`src/rtl/tmds_encoder_bank_if.sv`:
```
// Pixel-domain bundle for tmds_encoder_bank: per-lane data/control in,
// 10-bit TMDS symbols and aligned data-enable out.
interface tmds_encoder_bank_if #(
  parameter int NUM_CH = 3
);
  logic                 de;
  logic [NUM_CH*8-1:0]  data_in;
  logic [NUM_CH*2-1:0]  ctrl_in;
  logic [NUM_CH*10-1:0] tmds_out;
  logic                 de_out;

  modport master (output de, data_in, ctrl_in, input tmds_out, de_out);
  modport slave  (input de, data_in, ctrl_in, output tmds_out, de_out);
endinterface

```
`src/rtl/tmds_encoder_bank.sv`:
```
// NUM_CH-lane pipelined TMDS encoder with per-lane running disparity.
// Define TMDS_ENCODER_BANK_HDMI_GUARD_EN for HDMI preamble/guard insertion (NUM_CH must be 3).
module tmds_encoder_bank #(
  parameter int         NUM_CH   = 3,
  parameter logic [1:0] RST_CTRL = 2'b00
) (
  input  logic               clk_pix,
  input  logic               rst_pix,
  tmds_encoder_bank_if.slave bus
);
  typedef struct packed {
    logic [9:0]        sym;
    logic signed [4:0] cnt;
  } lane_out_t;

  localparam logic [9:0] GUARD_SYM_02 = 10'b1011001100;
  localparam logic [9:0] GUARD_SYM_1  = 10'b0100110011;

  function automatic logic [9:0] ctrl_code(input logic [1:0] c);
    case (c)
      2'b00:   ctrl_code = 10'b1101010100;
      2'b01:   ctrl_code = 10'b0010101011;
      2'b10:   ctrl_code = 10'b0101010100;
      default: ctrl_code = 10'b1010101011;
    endcase
  endfunction

  localparam logic [9:0] RST_SYM = ctrl_code(RST_CTRL);

  function automatic logic [3:0] popcount8(input logic [7:0] v);
    logic [3:0] n;
    n = '0;
    for (int i = 0; i < 8; i++) n = n + {3'b000, v[i]};
    return n;
  endfunction

  function automatic logic [8:0] transition_min(input logic [7:0] d);
    logic [3:0] n1;
    logic       use_xnor;
    logic [8:0] q;
    n1       = popcount8(d);
    use_xnor = (n1 > 4'd4) || ((n1 == 4'd4) && !d[0]);
    q[0]     = d[0];
    for (int i = 1; i < 8; i++) q[i] = use_xnor ? ~(q[i-1] ^ d[i]) : (q[i-1] ^ d[i]);
    q[8]     = ~use_xnor;
    return q;
  endfunction

  // Updates are formed at 6 bits; the counter itself keeps 5.
  function automatic logic signed [4:0] wrap_cnt(input logic signed [5:0] v);
    return $signed(v[4:0]);
  endfunction

  function automatic lane_out_t dc_balance(input logic [8:0] qm, input logic [3:0] n1,
                                           input logic signed [4:0] cnt);
    lane_out_t         r;
    logic signed [5:0] cnt_w, bal, adj;
    cnt_w = {cnt[4], cnt};
    bal   = $signed({1'b0, n1, 1'b0}) - 6'sd8;
    if (cnt == 5'sd0 || bal == 6'sd0) begin
      r.sym = {~qm[8], qm[8], qm[8] ? qm[7:0] : ~qm[7:0]};
      adj   = qm[8] ? bal : -bal;
    end else if ((cnt > 5'sd0 && bal > 6'sd0) || (cnt < 5'sd0 && bal < 6'sd0)) begin
      r.sym = {1'b1, qm[8], ~qm[7:0]};
      adj   = (qm[8] ? 6'sd2 : 6'sd0) - bal;
    end else begin
      r.sym = {1'b0, qm[8], qm[7:0]};
      adj   = bal - (qm[8] ? 6'sd0 : 6'sd2);
    end
    r.cnt = wrap_cnt(cnt_w + adj);
    return r;
  endfunction

  logic                s0_de, s0_guard;
  logic [NUM_CH*8-1:0] s0_data;
  logic [NUM_CH*2-1:0] s0_ctrl;

  // ---- stage 0: optional lookahead delay line ----
`ifdef TMDS_ENCODER_BANK_HDMI_GUARD_EN
  localparam int DLY = 10;
  logic [DLY-1:0]               dly_de_d, dly_de_q;
  logic [DLY-1:0][NUM_CH*8-1:0] dly_data_d, dly_data_q;
  logic [DLY-1:0][NUM_CH*2-1:0] dly_ctrl_d, dly_ctrl_q;
  logic                         guard_ahead, preamble_ahead;

  always_comb begin
    dly_de_d   = {dly_de_q[DLY-2:0], bus.de};
    dly_data_d = {dly_data_q[DLY-2:0], bus.data_in};
    dly_ctrl_d = {dly_ctrl_q[DLY-2:0], bus.ctrl_in};
    // dly_de_d[9] is de one cycle after the stage-1 input, dly_de_d[0] ten cycles after
    guard_ahead    = !dly_de_q[DLY-1] && (|dly_de_d[DLY-1 -: 2]);
    preamble_ahead = !dly_de_q[DLY-1] && (|dly_de_d[DLY-3:0]) && !guard_ahead;
    s0_de    = dly_de_q[DLY-1];
    s0_data  = dly_data_q[DLY-1];
    s0_ctrl  = dly_ctrl_q[DLY-1];
    s0_guard = guard_ahead;
    if (preamble_ahead) begin
      s0_ctrl[3:2] = 2'b01;
      s0_ctrl[5:4] = 2'b00;
    end
  end

  always_ff @(posedge clk_pix or posedge rst_pix) begin
    if (rst_pix) begin
      dly_de_q   <= '0;
      dly_data_q <= '0;
      dly_ctrl_q <= {DLY{ {NUM_CH{RST_CTRL}} }};
    end else begin
      dly_de_q   <= dly_de_d;
      dly_data_q <= dly_data_d;
      dly_ctrl_q <= dly_ctrl_d;
    end
  end
`else
  always_comb begin
    s0_de    = bus.de;
    s0_data  = bus.data_in;
    s0_ctrl  = bus.ctrl_in;
    s0_guard = 1'b0;
  end
`endif

  // ---- stage 1: transition minimisation ----
  logic [NUM_CH-1:0][8:0] qm_p1_d, qm_p1_q;
  logic [NUM_CH-1:0][3:0] n1_p1_d, n1_p1_q;
  logic [NUM_CH*2-1:0]    ctrl_p1_d, ctrl_p1_q;
  logic                   vld_p1_d, vld_p1_q, guard_p1_d, guard_p1_q;

  always_comb begin
    for (int k = 0; k < NUM_CH; k++) begin
      qm_p1_d[k] = transition_min(s0_data[8*k +: 8]);
      n1_p1_d[k] = popcount8(qm_p1_d[k][7:0]);
    end
    ctrl_p1_d  = s0_ctrl;
    vld_p1_d   = s0_de;
    guard_p1_d = s0_guard;
  end

  always_ff @(posedge clk_pix or posedge rst_pix) begin
    if (rst_pix) begin
      qm_p1_q    <= '0;
      n1_p1_q    <= '0;
      ctrl_p1_q  <= {NUM_CH{RST_CTRL}};
      vld_p1_q   <= 1'b0;
      guard_p1_q <= 1'b0;
    end else begin
      qm_p1_q    <= qm_p1_d;
      n1_p1_q    <= n1_p1_d;
      ctrl_p1_q  <= ctrl_p1_d;
      vld_p1_q   <= vld_p1_d;
      guard_p1_q <= guard_p1_d;
    end
  end

  // ---- stage 2: DC balancing and control/guard symbol selection ----
  lane_out_t              lane_bal [NUM_CH];
  logic signed [4:0]      cnt_d [NUM_CH];
  logic signed [4:0]      cnt_q [NUM_CH];
  logic [NUM_CH-1:0][9:0] sym_p2_d, sym_p2_q;
  logic                   vld_p2_d, vld_p2_q;

  always_comb begin
    vld_p2_d = vld_p1_q;
    for (int k = 0; k < NUM_CH; k++) begin
      lane_bal[k] = dc_balance(qm_p1_q[k], n1_p1_q[k], cnt_q[k]);
      if (!vld_p1_q) begin
        cnt_d[k] = '0;
        if (guard_p1_q) sym_p2_d[k] = (k == 1) ? GUARD_SYM_1 : GUARD_SYM_02;
        else            sym_p2_d[k] = ctrl_code(ctrl_p1_q[2*k +: 2]);
      end else begin
        cnt_d[k]    = lane_bal[k].cnt;
        sym_p2_d[k] = lane_bal[k].sym;
      end
    end
  end

  always_ff @(posedge clk_pix or posedge rst_pix) begin
    if (rst_pix) begin
      for (int k = 0; k < NUM_CH; k++) cnt_q[k] <= '0;
      sym_p2_q <= {NUM_CH{RST_SYM}};
      vld_p2_q <= 1'b0;
    end else begin
      for (int k = 0; k < NUM_CH; k++) cnt_q[k] <= cnt_d[k];
      sym_p2_q <= sym_p2_d;
      vld_p2_q <= vld_p2_d;
    end
  end

  assign bus.tmds_out = sym_p2_q;
  assign bus.de_out   = vld_p2_q;
endmodule

```
`src/flat_wrapper.sv`:
```
// flat-port wrapper written by rule: the top's interface ports become plain ports
module tmds_encoder_bank_flat 
#(
  parameter int         NUM_CH   = 3,
  parameter logic [1:0] RST_CTRL = 2'b00
)
  (clk_pix, rst_pix, bus_de, bus_data_in, bus_ctrl_in, bus_tmds_out, bus_de_out);
  tmds_encoder_bank_if #(.NUM_CH(NUM_CH)) bus_i ();
  input  logic clk_pix;
  input  logic rst_pix;
  input wire logic [$bits(bus_i.de)-1:0] bus_de;
  input wire logic [$bits(bus_i.data_in)-1:0] bus_data_in;
  input wire logic [$bits(bus_i.ctrl_in)-1:0] bus_ctrl_in;
  output wire logic [$bits(bus_i.tmds_out)-1:0] bus_tmds_out;
  output wire logic [$bits(bus_i.de_out)-1:0] bus_de_out;
  assign bus_i.de = bus_de;
  assign bus_i.data_in = bus_data_in;
  assign bus_i.ctrl_in = bus_ctrl_in;
  assign bus_tmds_out = bus_i.tmds_out;
  assign bus_de_out = bus_i.de_out;
  tmds_encoder_bank #(.NUM_CH(NUM_CH), .RST_CTRL(RST_CTRL)) u_core (.clk_pix(clk_pix), .rst_pix(rst_pix), .bus(bus_i));
endmodule
```
`config.mk`:
```
export PLATFORM = sky130hd
export DESIGN_NAME = tmds_encoder_bank_flat
export DESIGN_NICKNAME = d
export VERILOG_FILES = /design/src/rtl/tmds_encoder_bank_if.sv /design/src/rtl/tmds_encoder_bank.sv /design/src/flat_wrapper.sv
export SDC_FILE = /design/constraint.sdc
export NUM_CORES = 1
export LEC_CHECK = 0
export BUFFER_PORTS_ARGS = -buffer_cell sky130_fd_sc_hd__buf_2
export CAP_MARGIN = 25
export CELL_PAD_IN_SITES_DETAIL_PLACEMENT = 0
export CELL_PAD_IN_SITES_GLOBAL_PLACEMENT = 1
export CORE_MARGIN = 2
export CORE_UTILIZATION = 47
export CTS_CLUSTER_SIZE = 10
export DETAILED_ROUTE_END_ITERATION = 6
export PLACE_DENSITY_LB_ADDON = 0.1
export SLEW_MARGIN = 15
export SYNTH_ARGS = -nofsm -noshare
export SYNTH_HDL_FRONTEND = slang
export SYNTH_SLANG_ARGS = --single-unit
```
`constraint.sdc`:
```
create_clock -name clk_pix -period 4.2 [get_ports clk_pix]
set_clock_uncertainty 0.15 [all_clocks]
set_input_delay 0 -clock clk_pix [delete_from_list [all_inputs] [get_ports clk_pix]]
set_output_delay 0 -clock clk_pix [all_outputs]
set_load 0.005 [all_outputs]
```
==> results of run 1 <==
flip-flops by register name (all words and copies together), names as in the netlist:
register,flops
u_core.bus.tmds_out,30
u_core.qm_p1_q,27
u_core.cnt_q,12
u_core.n1_p1_q,12
u_core.ctrl_p1_q,6
u_core.bus.de_out,1
u_core.vld_p1_q,1
kinds of logic (layout without fill, tap and decap cells):
family,after synthesis,after routing,synth area share (%)
flops,89,89,38.2
compound gates,112,112,12.8
xor+xnor,71,71,10.6
buf+inv,95,264,6.40
fa+ha+maj,90,90,22.6
simple gates,96,96,8.50
mux,6,6,1.04
final timing paths:
check | startpoint | endpoint | slack [ns] | depth (start not counted)
max reg2reg | u_core.n1_p1_q[2] | u_core.cnt_q[14] | 0.70 | 12
min reg2reg | u_core.qm_p1_q[7] | u_core.bus.tmds_out[7] | 0.39 | 2
min in group asynchronous | rst_pix | u_core.cnt_q[1] | 0.15 | 3
max | bus_data_in[9] | u_core.n1_p1_q[5] | -0.85 | 21
max in group asynchronous | rst_pix | u_core.vld_p1_q | 2.65 | 4
min | bus_data_in[3] | u_core.qm_p1_q[3] | 0.01 | 3
where the power goes:
group          internal, mW  switching (mW)
sequential             1.27           0.248
clock                 0.419           0.379
combinational          2.20            2.08
total                  3.89            2.71
cell usage after synthesis, drive strengths merged, types with 2 or more instances:
| cell | instances | area (µm²) |
|---|---|---|
| nand2 | 21 | 78.8 |
| nor3b | 7 | 52.6 |
| o41ai | 2 | 17.5 |
| nor3 | 10 | 50.1 |
| mux2i | 5 | 50.1 |
| xor2 | 21 | 184 |
| nand3 | 4 | 20.0 |
| a221oi | 4 | 35.0 |
| a21o | 28 | 211 |
| o22ai | 5 | 31.3 |
| or3 | 4 | 30.0 |
| dfstp | 15 | 394 |
| nor2 | 23 | 86.3 |
| o21ai | 14 | 70.1 |
| nand3b | 3 | 22.5 |
| a32o | 2 | 20.0 |
| ha | 63 | 788 |
| fa | 27 | 541 |
| dfrtp | 74 | 1850 |
| o31ai | 4 | 30.0 |
| a31o | 2 | 17.5 |
| a32oi | 2 | 17.5 |
| and2 | 11 | 68.8 |
| buf | 8 | 50.0 |
| nor2b | 7 | 43.8 |
| clkbuf | 12 | 45.0 |
| o211ai | 2 | 15.0 |
| xnor2 | 50 | 438 |
| a31oi | 5 | 31.3 |
| a21oi | 31 | 155 |
| and3 | 3 | 20.0 |
| inv | 75 | 282 |
| o32ai | 2 | 17.5 |
| a222oi | 2 | 20.0 |
| a211oi | 2 | 15.0 |
what timing repair did:
action,CTS,global route
hold buffers,26,0
buffers inserted,47,8
endpoints found under the setup margin,12,13
gates resized for setup,31,14
hold endpoints to repair,56,0
pin swaps,2,3
layer usage:
| metal | up-vias | GRT usage (%) | share of wire (%) |
|---|---|---|---|
| met5 | - | 0 | 0 |
| met4 | 0 | 6.67 | 1.6 |
| met3 | 17 | 3.92 | 2.8 |
| met2 | 69 | 33.7 | 48 |
| met1 | 2124 | 29.3 | 47 |
| li1 | 2190 | - | - |
final cells by class:
class	count	share of cell area [%]
multi-input combinational	375	44.0
sequential	89	28.9
timing repair buffer	173	16.8
inverter	75	3.68
clock buffer	9	2.90
tap	168	2.71
clock inverter	7	0.999
worst register-to-register path: stages (launching register included):
cell	delay, ns
dfrtp_1	0.41
inv_1	0.10
ha_1	0.36
a21oi_1	0.37
nand3_1	0.15
a31o_2	0.27
o21ai_0	0.35
ha_1	0.31
a21o_1	0.15
a21oi_1	0.20
xnor2_1	0.10
or3_1	0.30
and3_1	0.18
per-stage QoR:
step	power (mW)	utilization (%)	instance area (µm²)
floorplan	4.34	-	5980
detailed placement	5.30	55.4	6710
global route	7.26	64.1	7760
CTS	6.49	63.8	7720
global placement	5.14	55.4	6710
finish	6.60	64.1	7760
==> results.sh, run 1 <==
export IMPL_ys_types=50
export IMPL_ir_drop_mv=0.328
export IMPL_via_per_inst=4.91
export IMPL_yosysSeqAreaShare_pct=38.2
export IMPL_multiInputGateArea_um2=3410
export IMPL_setup_viol=12
export IMPL_synth_edf_count=0
export IMPL_diodes=0
export IMPL_antenna_found_initial=0
export IMPL_critPathArrivalTime_ns=5.15
export IMPL_die_w_um=116
export IMPL_grt_max_degree=57
export IMPL_area_growth_pct=31.9
export IMPL_path_cells="buf_6 -> ha_4 -> inv_2 -> fa_1 -> fa_1 -> inv_1 -> fa_2 -> fa_1 -> nor3b_2 -> o21ai_1 -> a21oi_2 -> xnor2_2 -> ha_1 -> inv_2 -> fa_1 -> inv_2 -> fa_1 -> fa_2 -> inv_2 -> fa_2 -> inv_2"
export IMPL_grt_pass1_vias=4589
export IMPL_cts_reportedPaths_clkPinSlew_ns=0.07
export IMPL_syn_area_per_cell_um2=10.5
export IMPL_worst_slack_ns=-0.849
export IMPL_hold_violations=0
export IMPL_worstPathMaxFanout=2
export IMPL_finalCritPeriodShare_pct=120
export IMPL_worstSetupPathType="input pin to flip-flop"
export IMPL_maxCapViolCount=0
export IMPL_required_ns=4.30
export IMPL_io_pins=64
export IMPL_gp_congestion=0.838
export IMPL_max_stage_delay_ns=0.55
export IMPL_final_layout_size_suffix_gt1_share_pct=30.8
export IMPL_firstDrtPassIters=7
export IMPL_slew_headroom_pct=34.7
export IMPL_critPathSlowestCell="fa_1"
export IMPL_critPathCaptureType="flip-flop"
export IMPL_outcome="complete, but fails checks"
export IMPL_violations="setup timing"
export IMPL_leakage_nw=3.83
export IMPL_pre_cts_slack_ns=-1.14
export IMPL_synthesis_instances=559
export IMPL_mostFrequentLayoutCell="dfrtp_1"
export IMPL_cp_num_buf_inv=7
export IMPL_yosys_register_bits=89
export IMPL_hold_slack_ns=0.0121
export IMPL_vias=4400
export IMPL_die_y_um=116
export IMPL_powerDensity_nw_per_um2=850
export IMPL_clkSinkCount=89
export IMPL_worstSetupStartpointType="input pin"
export IMPL_cts_tree="built"
export IMPL_nFillCells=982
export IMPL_coreArea_um2=12100
export IMPL_hold_path_class="input pin to flip-flop"
export IMPL_grt_usage_pct=21.1
export IMPL_regArea_um2=2250
export IMPL_start_util_pct=48.6
export IMPL_ant_nets=0
export IMPL_drc=0
export IMPL_grt_pass1_wl_mm=22.0
export IMPL_fin_cells=896
export IMPL_cts_max_path_buffers=2
export IMPL_rsz0062_at_grt="true"
export IMPL_drt_iter0_drc=129
export IMPL_netlist_area_um2=5890
export IMPL_synthFlopType="dfrtp_1"
export IMPL_path_delay_family="adder cells"
export IMPL_layout_nets=846
export IMPL_wl_per_cell_um=14.4
export IMPL_rows=40
export IMPL_port_buffers=63
export IMPL_synthArstFlopShare_pct=100
export IMPL_hpwlAfterDp_mm=8.88
export IMPL_cts_htree_levels=3
export IMPL_slew_violations=0
export IMPL_setup_tns_ns=-7.56
export IMPL_overflow=0
export IMPL_cts_made_buffers=9
export IMPL_period_needed_ns=5.05
export IMPL_die_area_um2=13400
export IMPL_dp_cells=809
export IMPL_final_cell_mix="dfrtp_1 (73), buf_4 (70), inv_1 (64)"
export IMPL_worst_pin_slew_ns=0.979
export IMPL_wl_mm=12.9
export IMPL_worstSkewPairLatency_ns=0.35
export IMPL_synth_nets=682
export IMPL_synth_warnings=0
export IMPL_cts_root_buf="clkbuf_16"
export IMPL_fmax_mhz=198
No activity file was read; power rests on OpenSTA's default activity.
==> run 2, diff against run 1 <==
--- a/config.mk
+++ b/config.mk
@@ -14,6 +14,7 @@
 export CTS_CLUSTER_SIZE = 10
 export DETAILED_ROUTE_END_ITERATION = 6
 export PLACE_DENSITY_LB_ADDON = 0.1
+export RECOVER_POWER = 100
 export SLEW_MARGIN = 15
 export SYNTH_ARGS = -nofsm -noshare
 export SYNTH_HDL_FRONTEND = slang
==> results.sh, run 2 (synthesis gave the netlist of run 1 again) <==
export IMPL_outcome="complete, but fails checks"
export IMPL_violations="capacitance limit, slew limit, setup timing"
export IMPL_area_growth_pct=30.7
export IMPL_slew_headroom_pct=-28.3
export IMPL_required_ns=4.30
export IMPL_pre_cts_slack_ns=-1.14
export IMPL_cts_htree_levels=3
export IMPL_start_util_pct=48.6
export IMPL_rsz0062_at_grt="true"
export IMPL_clkSinkCount=89
export IMPL_die_y_um=116
export IMPL_die_area_um2=13400
export IMPL_die_w_um=116
export IMPL_firstDrtPassIters=4
export IMPL_wl_mm=12.9
export IMPL_grt_max_degree=57
export IMPL_grt_pass1_vias=4589
export IMPL_worstSetupPathType="input pin to flip-flop"
export IMPL_drc=0
export IMPL_largest_register_ffs=30
export IMPL_period_needed_ns=5.05
export IMPL_finalCritPeriodShare_pct=120
export IMPL_cts_reportedPaths_clkPinSlew_ns=0.07
export IMPL_worstSkewPairLatency_ns=0.35
export IMPL_mostFrequentLayoutCell="dfrtp_1"
export IMPL_powerDensity_nw_per_um2=851
export IMPL_hpwlAfterDp_mm=8.88
export IMPL_cts_made_buffers=9
export IMPL_leakage_nw=3.74
export IMPL_coreArea_um2=12100
export IMPL_cts_tree="built"
export IMPL_hold_violations=0
export IMPL_maxCapViolCount=3
export IMPL_grt_pass1_wl_mm=22.0
export IMPL_grt_usage_pct=21.1
export IMPL_critPathCaptureType="flip-flop"
export IMPL_gp_congestion=0.838
export IMPL_path_cells="buf_6 -> ha_4 -> inv_2 -> fa_1 -> fa_1 -> inv_1 -> fa_2 -> fa_1 -> nor3b_2 -> o21ai_1 -> a21oi_2 -> xnor2_2 -> ha_1 -> inv_2 -> fa_1 -> inv_2 -> fa_1 -> fa_2 -> inv_2 -> fa_2 -> inv_2"
export IMPL_final_layout_size_suffix_gt1_share_pct=26.8
export IMPL_cts_root_buf="clkbuf_16"
export IMPL_overflow=0
export IMPL_worst_slack_ns=-0.852
export IMPL_ant_nets=0
export IMPL_rows=40
export IMPL_drt_iter0_drc=150
export IMPL_port_buffers=63
export IMPL_vias=4396
export IMPL_diodes=0
export IMPL_setup_viol=12
export IMPL_worst_pin_slew_ns=1.91
export IMPL_antenna_found_initial=0
export IMPL_utilization_pct=63.5
export IMPL_cts_max_path_buffers=2
export IMPL_io_pins=64
export IMPL_max_stage_delay_ns=0.55
export IMPL_hold_path_class="input pin to flip-flop"
export IMPL_critPathSlowestCell="fa_1"
export IMPL_ir_drop_mv=0.321
export IMPL_p_total_mw=6.55
export IMPL_final_cell_mix="dfrtp_1 (74), inv_1 (64), ha_1 (60), buf_4 (60), xnor2_1 (48)"
export IMPL_slew_violations=111
export IMPL_layout_nets=846
export IMPL_fmax_mhz=198
export IMPL_via_per_inst=4.91
export IMPL_wl_per_cell_um=14.4
export IMPL_worstPathMaxFanout=2
export IMPL_worstSetupStartpointType="input pin"
export IMPL_critPathArrivalTime_ns=5.15
==> run 2: cell count changes in the layout (fill, tap and decap cells not counted), moves of 3 or more <==
| cell | delta |
|---|---|
| clkbuf_1 | +24 |
| buf_2 | -19 |
| buf_4 | -10 |
| clkbuf_4 | +3 |
==> run 2: timing repair <==
action | in CTS | in global routing
hold buffers | 26 | 0
hold endpoints to repair | 56 | 0
cloned | 0 | 0
setup buffers | 47 | 8
pin swaps | 2 | 3
gates resized for setup | 31 | 14
setup endpoints to repair | 12 | 13
==> run 2: final timing paths <==
path / from / end / slack [ns] / depth (start not counted)
min in group asynchronous: rst_pix / u_core.cnt_q[1] / 0.51 / 3
worst max-delay path: bus_data_in[9] / u_core.n1_p1_q[5] / -0.85 / 21
worst min-delay path: bus_data_in[3] / u_core.qm_p1_q[3] / 0.01 / 3
worst min register to register: u_core.qm_p1_q[7] / u_core.bus.tmds_out[7] / 0.39 / 2
max in group asynchronous: rst_pix / u_core.vld_p1_q / 1.57 / 4
worst max register to register: u_core.n1_p1_q[2] / u_core.cnt_q[14] / 0.69 / 12
==> run 2: through the flow <==
| stage | area, µm² | hold slack (ns) | setup TNS [ns] | std cells |
|---|---|---|---|---|
| 4_1_cts | 7720 | 0.00176 | -7.25 | 897 |
| 6_report | 7690 | 0.00985 | -7.70 | 896 |
| 5_1_grt | 7690 | 0.0271 | -9.34 | 896 |
| 3_5_place_dp | 6710 | -0.0387 | -11.44 | 809 |
| 3_3_place_gp | 6710 | -0.0410 | -9.41 | 809 |
| 2_1_floorplan | 5980 | -0.119 | -8.21 | 559 |
==> run 2: area by class of cell <==
cell class / instances / area [µm²]
Inverter: 75 / 285
Sequential cell: 89 / 2250
Fill cell: 1011 / 4420
Timing Repair Buffer: 173 / 1250
Clock buffer: 9 / 225
Clock inverter: 7 / 77.6
Multi-Input combinational cell: 375 / 3390
Tap cell: 168 / 210
==> run 2: critical path: cells and delay by family <==
family | cells | cell delay [ns]
adders and majority gates | 10 | 4.15
buffers and inverters | 7 | 0.34
AOI/OAI and AO/OA | 2 | 0.31
and+or+nand+nor | 1 | 0.24
xor gates and xnor gates | 1 | 0.12
==> run 2: layer usage <==
metal | track usage (%) | vias up | part of all wire [%]
met5 | 0 | - | 0
met2 | 33.7 | 68 | 48
met3 | 3.92 | 17 | 2.6
met4 | 6.67 | 0 | 1.5
met1 | 29.3 | 2119 | 47
li1 | - | 2192 | -
==> run 2: where the power goes <==
part / switching (mW) / internal, mW
Combinational: 2.07 / 2.16
Clock: 0.379 / 0.419
Sequential: 0.250 / 1.27
Total: 2.70 / 3.85
